`src/rtl/keypad_emu_pkg.sv`:
```
// Shared types and constants for the 4x4 matrix keypad emulator.
package keypad_emu_pkg;

    // Press lifecycle: accept, wait for the scanner to strobe our column,
    // hold the contact closed, then force a release gap.
    typedef enum logic [1:0] {
        ST_IDLE     = 2'd0,
        ST_WAIT_COL = 2'd1,
        ST_PRESS    = 2'd2,
        ST_GAP      = 2'd3
    } state_e;

    // Key indices as laid out on the calculator keypad (row = idx/4, col = idx%4).
    localparam logic [3:0] KEY_3    = 4'd2;
    localparam logic [3:0] KEY_ADD  = 4'd3;
    localparam logic [3:0] KEY_4    = 4'd4;
    localparam logic [3:0] KEY_5    = 4'd5;
    localparam logic [3:0] KEY_SUB  = 4'd7;
    localparam logic [3:0] KEY_7    = 4'd8;
    localparam logic [3:0] KEY_MULT = 4'd11;
    localparam logic [3:0] KEY_EQ   = 4'd12;
    localparam logic [3:0] KEY_NEG  = 4'd15;

    // Row lines are active-low; nothing pressed reads as all ones.
    localparam logic [3:0] ROW_IDLE = 4'b1111;

    function automatic logic [1:0] key_row(input logic [3:0] idx);
        return idx[3:2];
    endfunction

    function automatic logic [1:0] key_col(input logic [3:0] idx);
        return idx[1:0];
    endfunction

    // Used to size the shared phase counter from the three durations.
    function automatic int max3(input int a, input int b, input int c);
        int m;
        m = (a > b) ? a : b;
        return (m > c) ? m : c;
    endfunction

endpackage

```
`src/rtl/keypad_emu_timer.sv`:
```
// Loadable, saturating up-counter with terminal-count compare. One instance
// times the column wait, the hold and the release gap in turn.
module keypad_emu_timer #(
    parameter int W = 11
) (
    input  logic         clk,
    input  logic         nRST,
    input  logic         clr,
    input  logic         en,
    input  logic [W-1:0] term,
    output logic [W-1:0] count,
    output logic         tc
);

    logic [W-1:0] count_q;
    logic [W-1:0] count_d;

    // Next count: clear wins, otherwise step up and stick at all-ones.
    always_comb begin
        count_d = count_q;
        if (clr) begin
            count_d = '0;
        end else if (en && (count_q != '1)) begin
            count_d = count_q + 1'b1;
        end
    end

    // Count register.
    // NOTE: sequential state uses non-blocking assignments so every flop
    // samples pre-edge values, independent of block ordering.
    always_ff @(posedge clk or negedge nRST) begin
        if (!nRST) begin
            count_q <= '0;
        end else begin
            count_q <= count_d;
        end
    end

    assign count = count_q;
    assign tc    = (count_q == term);

endmodule

```
`src/rtl/keypad_emulator.sv`:
```
// Synthesizable 4x4 matrix keypad model answering a column-strobing scanner.
// Optional contact bounce at both edges of a press: KEYPAD_EMU_BOUNCE_EN.
module keypad_emulator
    import keypad_emu_pkg::*;
#(
    parameter int HOLD_CYCLES    = 16,
    parameter int GAP_CYCLES     = 8,
    parameter int TIMEOUT_CYCLES = 1024,
    parameter int BOUNCE_LEN     = 4
) (
    input  logic       clk,
    input  logic       nRST,
    input  logic [3:0] ColOut,
    output logic [3:0] RowIn,
    input  logic       key_valid,
    input  logic [3:0] key_idx,
    output logic       key_ready,
    output logic       busy,
    output logic       press_done,
    output logic       timeout_err
);

    localparam int CNT_W = $clog2(max3(HOLD_CYCLES, GAP_CYCLES, TIMEOUT_CYCLES)) + 1;

    localparam logic [CNT_W-1:0] TERM_WAIT  = CNT_W'(TIMEOUT_CYCLES - 1);
    localparam logic [CNT_W-1:0] TERM_PRESS = CNT_W'(HOLD_CYCLES - 1);
    localparam logic [CNT_W-1:0] TERM_GAP   = CNT_W'(GAP_CYCLES - 1);

    // Reject parameter sets for which the phases would be empty or the bounce
    // window would swallow a whole phase.
    if (HOLD_CYCLES < 1 || GAP_CYCLES < 1 || TIMEOUT_CYCLES < 1 ||
        BOUNCE_LEN >= HOLD_CYCLES || BOUNCE_LEN >= GAP_CYCLES) begin : g_bad_params
        $error("keypad_emulator: illegal HOLD/GAP/TIMEOUT/BOUNCE_LEN combination");
    end

    state_e           state_q, state_d;
    logic [1:0]       row_q, row_d;
    logic [1:0]       col_q, col_d;
    logic             press_done_q, press_done_d;
    logic             timeout_err_q, timeout_err_d;

    logic             cnt_clr;
    logic             cnt_en;
    logic [CNT_W-1:0] cnt_term;
    logic [CNT_W-1:0] cnt;
    logic             cnt_tc;
    logic             col_match;
    logic             contact_closed;

    keypad_emu_timer #(
        .W (CNT_W)
    ) u_timer (
        .clk   (clk),
        .nRST  (nRST),
        .clr   (cnt_clr),
        .en    (cnt_en),
        .term  (cnt_term),
        .count (cnt),
        .tc    (cnt_tc)
    );

`ifdef KEYPAD_EMU_BOUNCE_EN
    localparam logic [CNT_W-1:0] BOUNCE_W = CNT_W'(BOUNCE_LEN);
`else
    // Clean edges never look at the phase position, only at its end.
    logic cnt_unused;
    assign cnt_unused = ^cnt;
`endif

    // Only the exact one-cold strobe of our column counts as being scanned.
    assign col_match = (ColOut == ~(4'b0001 << col_q));

    // Next-state, counter control and contact state for the press lifecycle.
    // NOTE: every variable gets a default before the case so no path leaves
    // one unassigned, which would otherwise infer a latch.
    always_comb begin
        state_d        = state_q;
        row_d          = row_q;
        col_d          = col_q;
        press_done_d   = 1'b0;
        timeout_err_d  = 1'b0;
        cnt_clr        = 1'b0;
        cnt_en         = 1'b0;
        cnt_term       = '0;
        contact_closed = 1'b0;

        unique case (state_q)
            ST_IDLE: begin
                if (key_valid) begin
                    row_d   = key_row(key_idx);
                    col_d   = key_col(key_idx);
                    cnt_clr = 1'b1;
                    state_d = ST_WAIT_COL;
                end
            end

            ST_WAIT_COL: begin
                cnt_term = TERM_WAIT;
                if (col_match) begin
                    cnt_clr = 1'b1;
                    state_d = ST_PRESS;
                end else if (cnt_tc) begin
                    timeout_err_d = 1'b1;
                    state_d       = ST_IDLE;
                end else begin
                    cnt_en = 1'b1;
                end
            end

            ST_PRESS: begin
                cnt_term = TERM_PRESS;
`ifdef KEYPAD_EMU_BOUNCE_EN
                // Chatter on make: closed on even cycles of the bounce window.
                contact_closed = (cnt >= BOUNCE_W) || !cnt[0];
`else
                contact_closed = 1'b1;
`endif
                if (cnt_tc) begin
                    cnt_clr = 1'b1;
                    state_d = ST_GAP;
                end else begin
                    cnt_en = 1'b1;
                end
            end

            ST_GAP: begin
                cnt_term = TERM_GAP;
`ifdef KEYPAD_EMU_BOUNCE_EN
                // Chatter on break: closed on odd cycles of the bounce window.
                contact_closed = (cnt < BOUNCE_W) && cnt[0];
`else
                contact_closed = 1'b0;
`endif
                if (cnt_tc) begin
                    cnt_clr      = 1'b1;
                    press_done_d = 1'b1;
                    state_d      = ST_IDLE;
                end else begin
                    cnt_en = 1'b1;
                end
            end

            default: begin
                state_d = ST_IDLE;
            end
        endcase
    end

    // State, latched key and status pulse registers.
    always_ff @(posedge clk or negedge nRST) begin
        if (!nRST) begin
            state_q       <= ST_IDLE;
            row_q         <= '0;
            col_q         <= '0;
            press_done_q  <= 1'b0;
            timeout_err_q <= 1'b0;
        end else begin
            state_q       <= state_d;
            row_q         <= row_d;
            col_q         <= col_d;
            press_done_q  <= press_done_d;
            timeout_err_q <= timeout_err_d;
        end
    end

    // Zero-delay switch: the row follows our column strobe combinationally,
    // so a scanner that has moved on sees the row released.
    always_comb begin
        RowIn = ROW_IDLE;
        if (contact_closed && !ColOut[col_q]) begin
            RowIn = ~(4'b0001 << row_q);
        end
    end

    assign key_ready   = (state_q == ST_IDLE);
    assign busy        = (state_q != ST_IDLE);
    assign press_done  = press_done_q;
    assign timeout_err = timeout_err_q;

endmodule
```
`config.mk`:
```
export PLATFORM = sky130hd
export DESIGN_NAME = keypad_emulator
export DESIGN_NICKNAME = d
export VERILOG_FILES = /design/src/rtl/keypad_emu_pkg.sv /design/src/rtl/keypad_emu_timer.sv /design/src/rtl/keypad_emulator.sv
export SDC_FILE = /design/constraint.sdc
export NUM_CORES = 1
export LEC_CHECK = 0
export ABC_AREA = 1
export BUFFER_PORTS_ARGS = -buffer_cell sky130_fd_sc_hd__buf_2
export CORE_ASPECT_RATIO = 1.75
export CORE_MARGIN = 5
export CORE_UTILIZATION = 42
export CTS_BUF_LIST = sky130_fd_sc_hd__clkbuf_4
export DETAILED_ROUTE_END_ITERATION = 6
export PLACE_DENSITY = 0.62
export SYNTH_ARGS = -nofsm -noshare
export SYNTH_HDL_FRONTEND = slang
export SYNTH_SLANG_ARGS = --single-unit
```
`constraint.sdc`:
```
create_clock -name clk -period 4 [get_ports clk]
set_input_delay 0.6 -clock clk [delete_from_list [all_inputs] [get_ports clk]]
set_output_delay 0.6 -clock clk [all_outputs]
set_load 0.01 [all_outputs]
```
## After elaboration in Yosys (flattened, before gate mapping)

Cells that the tools add are included.

- Output and inout port bits: 8
- Word-level logic and storage cells: 51
- Bits in registers: 19
- Bits of input ports: 11

- Reductions and logical operators: 9
- Add/subtract/negate cells: 1
- Order comparisons: 1
- Equality and inequality tests: 8
- Bitwise logic cells: 2
- Shift operators: 2
- Multiplexer cells: 22

Operators by type and width:

| kind | number |
|---|---|
| 10-bit case mux with 3 select lines | 1 |
| 11-bit two-way mux | 2 |
| 11-bit by 1-bit adder with 11-bit output (second input constant) | 1 |
| 11-bit by 10-bit == test with 1-bit output | 1 |
| 11-bit != test (second input constant) | 1 |
| 1-bit two-way mux | 10 |
| 2-bit two-way mux | 4 |
| 4-bit inverter | 2 |
| 2-bit case mux with 4 select lines | 1 |
| 1-bit by 2-bit left shift with 4-bit output (first input constant) | 2 |
| 2-bit == test (second input constant) | 2 |
| 4-bit == test | 1 |
| 4-bit two-way mux | 1 |
| 2-bit != test (second input constant) | 2 |
| 2-bit AND reduction | 2 |
| 2-bit nonzero test | 2 |
| 2-bit by 3-bit < comparator with 1-bit output (second input constant) | 1 |
| 1-bit case mux with 3 select lines | 1 |
| 1-bit binary-select mux with 2-bit select | 1 |
| 2-bit by 1-bit == test with 1-bit output (second input constant) | 1 |
| 1-bit logical AND | 2 |
| 2-bit logical NOT | 1 |
| 1-bit case mux with 2 select lines | 1 |
| 2-bit OR reduction | 1 |
| 1-bit logical NOT | 1 |

## Depth between registers and ports, before layout

Gate-level depths: netlist (run 1).

- Depth after elaboration: 9
- Depth in mapped cells: 12
- Depth with buffers taken out: 12

## Cells and area by module

Synthesis (run 1) repeated with hierarchy kept, for this count alone.

- Cells, all modules: 200
- Area, all modules: 1425.1 um^2

Modules (own cells, without submodules):

| module | instances | seq. area each (um^2) | area each (um^2) | cells each |
|---|---|---|---|---|
| keypad_emu_timer | 1 | 275.3 | 855.8 | 114 |
| keypad_emulator | 1 | 200.2 | 569.3 | 86 |

## Least setup slack after synthesis (run 1)

No wires, ideal clock.

- Path kind: register to register
- Start: register state_q[1]
- End: register u_timer.count_q[0], in the netlist u_timer.count[0]
- Data arrival time: 1.665 ns
- Buffers on the path: 1
- Required time: 3.883 ns
- Library setup time: 0.117 ns
- Period minus slack after synthesis: 1.782 ns
- Stages on the path, launching flop included: 13
- Setup slack: 2.218 ns
- Cell sequence: dfrtp_1 > inv_1 > ha_1 > inv_2 > nor2_1 > nand2_1 > a21oi_4 > nand3_2 > nand3_2 > nand2_4 > buf_6 > nand3_1 > nand2_1

- Elaborated cells on any way between the ends: 15
- Those cells by class: 4 x eq/ne; 7 x mux; 4 x reduce/logical

RTL lines:

| item | RTL line | source |
|---|---|---|
| start, declared | keypad_emulator.sv:36 | `state_e state_q, state_d;` |
| start signal, assigned | keypad_emulator.sv:158 | `state_q <= state_d;` |
| 2-bit logical NOT * | -- |  |
| via key_ready | keypad_emulator.sv:17 | `output logic key_ready,` |
| 1-bit case mux with 3 select lines * | keypad_emulator.sv:87 | `unique case (state_q)` |
| 11-bit two-way mux / 2-bit nonzero test (equally long branches) | -- |  |
| end signal, assigned | keypad_emu_timer.sv:35 | `count_q <= count_d;` |
| end, declared | keypad_emu_timer.sv:15 | `logic [W-1:0] count_q;` |

Mark *: on every way through the listed nets, which the timed path passes. The rest lies on a longest branch.
A chain may end at the register's enable or synchronous reset.

## Final worst setup path (run 1)

- Start: register state_q[0]
- End: output RowIn[2]

- Longest elaborated chain between the ends: 4

RTL lines:

| item | RTL line | source |
|---|---|---|
| 2-bit == test | keypad_emulator.sv:87 |  |
| 1-bit two-way mux | keypad_emulator.sv:87 |  |
| 1-bit logical AND | keypad_emulator.sv:170 | `if (contact_closed && !ColOut[col_q]) begin` |
| 4-bit two-way mux | keypad_emulator.sv:170 |  |
| end, declared | keypad_emulator.sv:14 | `output logic [3:0] RowIn,` |

No other way between the ends.

==> results of run 1 <==
-- cell families after synthesis --
group | count (synthesis) | synth area share [%]
xor gates and xnor gates | 7 | 4.496
AOI/OAI and AO/OA | 12 | 6.514
adders and majority gates | 5 | 4.587
DFF | 19 | 34.86
and+or+nand+nor | 115 | 40.73
buffers and inverters | 28 | 8.807
-- worst min path at each step --
stage,end,slack (ps),depth (start not counted)
after detailed placement,row_q[0]$_DFFE_PN0P_,550,2
after floorplan,col_q[0]$_DFFE_PN0P_,300,0
after global placement,state_q[0]$_DFFE_PN0P_,530,2
after CTS,row_q[1]$_DFFE_PN0P_,230,1
after global routing,state_q[1]$_DFFE_PN0P_,240,1
final,u_timer.count[9]$_DFFE_PN0P_,210,1
-- registers in the layout, summed over array words and instances, names as in the netlist --
register	count
timeout_err	1
state_q	2
u_timer.count	11
row_q	2
col_q	2
press_done	1
-- per-stage QoR --
stage               cell area [um2]  utilization, %
floorplan                      1364               -
global placement               1485           47.27
detailed placement             1485           47.27
CTS                            1513           48.15
global route                   1513           48.15
finish                         1513           48.15
-- metal layers --
| layer | GRT usage (%) | wire [um] |
|---|---|---|
| met1 | 14.21 | 1139 |
| met2 | 29.52 | 1761 |
| met3 | 1.757 | 113 |
| met4 | 8.605 | 78 |
| met5 | 0 | 0 |
-- synthesized netlist by cell type --
master and count:
nand2_1 43, nand3_1 31, nor2_1 23, inv_1 21, dfrtp_1 19, a21oi_1 6, xor2_1 6, ha_1 5
inv_2 4, nand2_2 4, nand2_4 3, nand4_1 3, nor2_2 3, a21oi_4 2, buf_6 2, nand3_2 2
o21ai_1 2, clkinv_1 1, nand3_4 1, nand3b_1 1, nor2_4 1, o21ai_2 1, o21bai_1 1, xnor2_1 1
-- layout make-up --
cell class	instances	area [um2]	area share [%]
clock buffer	3	22.52	1.489
clock inverter	1	5.005	0.3309
inverter	26	97.59	6.452
multi-input combinational	139	768.2	50.79
sequential	19	475.5	31.43
tap	43	53.80	3.557
timing repair buffer	18	90.09	5.955
-- critical path, cell delays in order (launching register included) --
cell	delay [ps]
dfrtp_1	450
inv_1	110
ha_1	290
nand2_1	110
nor2_1	120
nand2_1	60
buf_2	130
-- power by group through the flow --
stage               registers, mW  logic [mW]  clock network [mW]
CTS                         0.282       0.618               0.104
floorplan                   0.273       0.513                   0
global route                0.289       0.682               0.114
finish                      0.283       0.611               0.102
global placement            0.283       0.595                   0
detailed placement          0.286       0.616                   0
==> run summary, run 1 <==
Placed Instances - 245
Number of top-level pins - 19
Final setup viols - 0
Setup_tns - 0 ps
Power share of the combinational group - 61.4%
CTS tree - yes
Final Slew Violations - 0
Reg2Reg Launch Point - state_q[1]$_DFFE_PN0P_
RSZ-0062 raised after global routing - false
Crit Path Max Fanout - 5
Sw frac - 54.15%
Synth top area share - 34.86%
MaxCap Viol Count - 0
Commonest non-fill, non-tap cells in the layout - nand2_1, nand3_1, nor2_1
GRT Util Overall - 15.23%
Final ANT Viol Nets - 0
Clock skew - 9.985 ps
Clock Tree Buf Depth - 2
Critical path endpoint category - output pin
Post-synthesis sequential area ratio - 34.86%
Max VDD drop - 0.2465 mV
Core Footprint - 3142 um2
P_sw - 539.3 uW
Mapped Nets - 202
Commonest non-fill, non-tap cell in the layout - nand2_1
Sequential share of power - 28.4%
Hold buffers post-CTS - 0
Vias in the first global route - 1239
Synthesized area per cell - 7.332 um2
# fillers - 330
Max_slew headroom - 70.34%
Routed len/inst - 12.42 um
CTS clk-pin slew, worst paths - 120 ps
Ant diodes - 0
Path depth of the worst reg2reg path - 11
Pre-CTS WS - 2004 ps
# DRC - 0
Initial antenna violation count - 0
Clk pwr share - 10.2%
Clock latency on the worst-skew pair - 310 ps
Die Height - 85.38 um
Port Buf Inserts - 18
Outcome - finished clean
Post-CTS setup buffers - 0
Post-cts sizing count - 0
Non-filler cells, final - 249
Synth top area cells - dfrtp_1, nand2_1, nand3_1, nor2_1, inv_1
Post-DP HPWL - 2.453 mm
WP data required - 3400 ps
Grt ovf - 0
Global-route wire length before repair - 5.147 mm
Die W - 53.08 um
Type of origin of the critical path - flop
Final WS setup - 1818 ps
Distinct cells, synth - 24
Pwr Density - 658.5 nW/um2
Crit path time final - 2182 ps
P_leak - 0.8153 nW
Worst-margin pin slew - 444.9 ps
H-tree depth - 1
Max Clk Rate - 458.3 MHz
Final period util - 54.55%
DR pass1 iterations - 4
Die area - 4532 um2
Setup CP Type - reg -> out
Arr. time, crit path - 1580 ps
Area Growth Syn to Fin - 10.92%
Hold Fails Final Rpt - 0
Yosys top cell by area - dfrtp_1
NumNets Final - 223
Vias/cell - 5.016
RD Place Congestion - 0.8399
Hold Slack - 213.2 ps
Internal cell power - 456.7 uW
Mapped Cells - 186
WL final - 3.093 mm
Hold Path Class - in -> async
YS warnings - 0
CP Capture Point - RowIn[2]
Initial Utilization - 43.41%
Cell row count - 27
Largest net degree at the start of global routing - 22
Netlist Area Pre-Place - 1364 um2
Layout cell share with drive strength beyond 1 - 20.87%
Tot Pwr - 996.1 uW
Critical Path Start - state_q[0]$_DFFE_PN0P_
Routed via count - 1249
Clock Tree Root - clkbuf_4
R2r endpoint - u_timer.count[2]$_DFFE_PN0P_
Post-synthesis register bit count - 19
Clk sinks - 19
CTS buffer count - 3
Worst reg-to-reg setup slack - 2050 ps
Drt initial violations - 17
No activity file was read; power rests on OpenSTA's default activity.
==> run 2: changes to the inputs <==
--- a/config.mk
+++ b/config.mk
@@ -12,7 +12,7 @@
 export CORE_UTILIZATION = 42
 export CTS_BUF_LIST = sky130_fd_sc_hd__clkbuf_4
 export DETAILED_ROUTE_END_ITERATION = 6
-export PLACE_DENSITY = 0.62
+export PLACE_DENSITY = 0.65
 export SYNTH_ARGS = -nofsm -noshare
 export SYNTH_HDL_FRONTEND = slang
 export SYNTH_SLANG_ARGS = --single-unit
==> constraint.sdc (replaced) <==
create_clock -name clk -period 1.8 [get_ports clk]
set_input_delay 0.27 -clock clk [delete_from_list [all_inputs] [get_ports clk]]
set_output_delay 0.27 -clock clk [all_outputs]
set_load 0.01 [all_outputs]
==> run 2 against run 1 <==
Net effect:
- global-route usage decreased by 0.28 points
- combinational power grew to 3.4 times the previous value
- core utilization increased by 8.5 points
- hold slack lost 9.4 ps
- largest cell class unchanged
- largest power group unchanged
- highest routed layer unchanged
==> run summary, run 2 (synthesis gave the netlist of run 1 again) <==
Final period util - 98.65%
Area Growth Syn to Fin - 30.46% (was 10.92%)
Final setup viols - 0 (unchanged)
Non-filler cells, final - 262 (was 249)
WP data required - 2010 ps (was 3400 ps)
Pwr Density - 1630 nW/um2 (was 658.5 nW/um2)
P_leak - 0.8919 nW (was 0.8153 nW)
Clock latency on the worst-skew pair - 310 ps (about the same)
Setup CP Type - reg -> reg (was reg -> out)
Setup_tns - 0 ps (unchanged)
DR pass1 iterations - 4 (unchanged)
Pre-CTS WS - -16.52 ps (was 2004 ps)
NumNets Final - 236 (was 223)
Drt initial violations - 23 (was 17)
Die W - 53.08 um (unchanged)
Die area - 4532 um2 (unchanged)
CTS buffer count - 3 (unchanged)
Layout cell share with drive strength beyond 1 - 38.36% (was 20.87%)
RD Place Congestion - 0.8602 (was 0.8399)
Routed via count - 1291 (was 1249)
Cell row count - 27 (unchanged)
Die Height - 85.38 um (unchanged)
Ant diodes - 0 (unchanged)
Placed Instances - 250 (was 245)
Vias in the first global route - 1193 (was 1239)
Global-route wire length before repair - 5.057 mm (was 5.147 mm)
Post-DP HPWL - 2.278 mm (was 2.453 mm)
Final WS setup - 24.24 ps (was 1818 ps)
CTS clk-pin slew, worst paths - 120 ps (about the same)
Hold Path Class - in -> reg (was in -> async)
Initial antenna violation count - 0 (unchanged)
GRT Util Overall - 14.95% (was 15.23%)
CTS tree - yes (unchanged)
Final ANT Viol Nets - 0 (unchanged)
Outcome - finished clean (unchanged)
Critical path endpoint category - flop (was output pin)
Clk sinks - 19 (unchanged)
Largest net degree at the start of global routing - 22 (unchanged)
H-tree depth - 1 (unchanged)
Grt ovf - 0 (unchanged)
Tot Pwr - 2.901 mW (was 996.1 uW)
Commonest non-fill, non-tap cell in the layout - nand2_1 (unchanged)
Max Clk Rate - 563.1 MHz
Number of top-level pins - 19 (unchanged)
Largest register FFs - 11 (unchanged)
Clock skew - 6.886 ps (was 9.985 ps)
Type of origin of the critical path - flop (unchanged)
MaxCap Viol Count - 0 (unchanged)
Hold Slack - 203.8 ps (was 213.2 ps)
Port Buf Inserts - 18 (unchanged)
Max VDD drop - 0.6926 mV (was 0.2465 mV)
Worst-margin pin slew - 453.4 ps (was 444.9 ps)
Hold Fails Final Rpt - 0 (unchanged)
Clock Tree Buf Depth - 2 (unchanged)
Crit Path Max Fanout - 7 (was 5)
Routed len/inst - 12.95 um (was 12.42 um)
WL final - 3.393 mm (was 3.093 mm)
Arr. time, crit path - 1980 ps (was 1580 ps)
Crit path time final - 1776 ps
Core Footprint - 3142 um2 (unchanged)
Max_slew headroom - 69.77% (was 70.34%)
Commonest non-fill, non-tap cells in the layout - nand2_1, nand3_1, nor2_1 (unchanged)
RSZ-0062 raised after global routing - true (was false)
Vias/cell - 4.927 (was 5.016)
Clock Tree Root - clkbuf_4 (unchanged)
Initial Utilization - 43.41% (unchanged)
Final Slew Violations - 0 (unchanged)
# DRC - 0 (unchanged)
==> run 2: cell count changes in the layout (fill, tap and decap cells not counted), sizes merged <==
cell | previous run | this run
buf | 18 | 28
dlygate4sd3 | 0 | 1
nor2 | 27 | 28
nand2 | 50 | 51
==> run 2: per-layer routing <==
metal / share of wire (%) / vias up / GRT usage, %
met5: 0 / - / 0
met4: 3.2 / 0 / 5.581
met3: 4.8 / 9 / 1.933
met2: 55 / 34 / 29.19
met1: 37 / 582 / 14.97
li1: - / 666 / -
==> run 2: area by class of cell <==
class / count / area [um2]
repair buffers: 29 / 175.2
clock inverters: 1 / 5.005
inverters: 26 / 100.1
flip-flops and latches: 19 / 478.0
multi-input cells: 141 / 944.7
clock buffers: 3 / 22.52
well taps: 43 / 53.80
fillers: 296 / 1363
==> run 2: timing repair <==
action,in CTS,in global routing
endpoints found under the setup margin,14,17
buffers inserted,2,4
hold buffers,1,0
gates resized for setup,8,33
hold endpoints to repair,19,0
cloned,1,1
pin swaps,3,10
==> run 2: through the flow <==
stage	cell area (um2)	util, %
5_1_grt	1779	56.63
2_1_floorplan	1364	-
6_report	1779	56.63
4_1_cts	1603	51.02
3_5_place_dp	1523	48.47
3_3_place_gp	1523	48.47
==> run 2: where the power goes <==
part	total, mW	switching [mW]	internal, mW
Clock	0.229	0.146	0.0830
Sequential	0.613	0.0912	0.522
Combinational	2.06	1.32	0.735
==> run 2: worst max-delay path, cell delays in order, from the launching register on <==
cell and delay [ps]:
dfrtp_1 440, inv_2 140, ha_4 220, nand2_1 70, nand3_2 90, a21oi_4 170
nand2_4 130, a21oi_4 210, nand2_1 70, nand2_1 70, nand2_1 60
==> run 2: worst paths after layout <==
| kind | from | end | slack (ps) | cells after the start |
|---|---|---|---|---|
| max | state_q[1]$_DFFE_PN0P_ | state_q[0]$_DFFE_PN0P_ | 20 | 10 |
| min | key_idx[1] | col_q[1]$_DFFE_PN0P_ | 200 | 3 |
| max reg2reg | state_q[1]$_DFFE_PN0P_ | state_q[0]$_DFFE_PN0P_ | 20 | 10 |
| min reg2reg | state_q[0]$_DFFE_PN0P_ | state_q[0]$_DFFE_PN0P_ | 580 | 2 |
| max in group asynchronous | nRST | col_q[0]$_DFFE_PN0P_ | 1030 | 2 |
| min in group asynchronous | nRST | state_q[0]$_DFFE_PN0P_ | 430 | 2 |
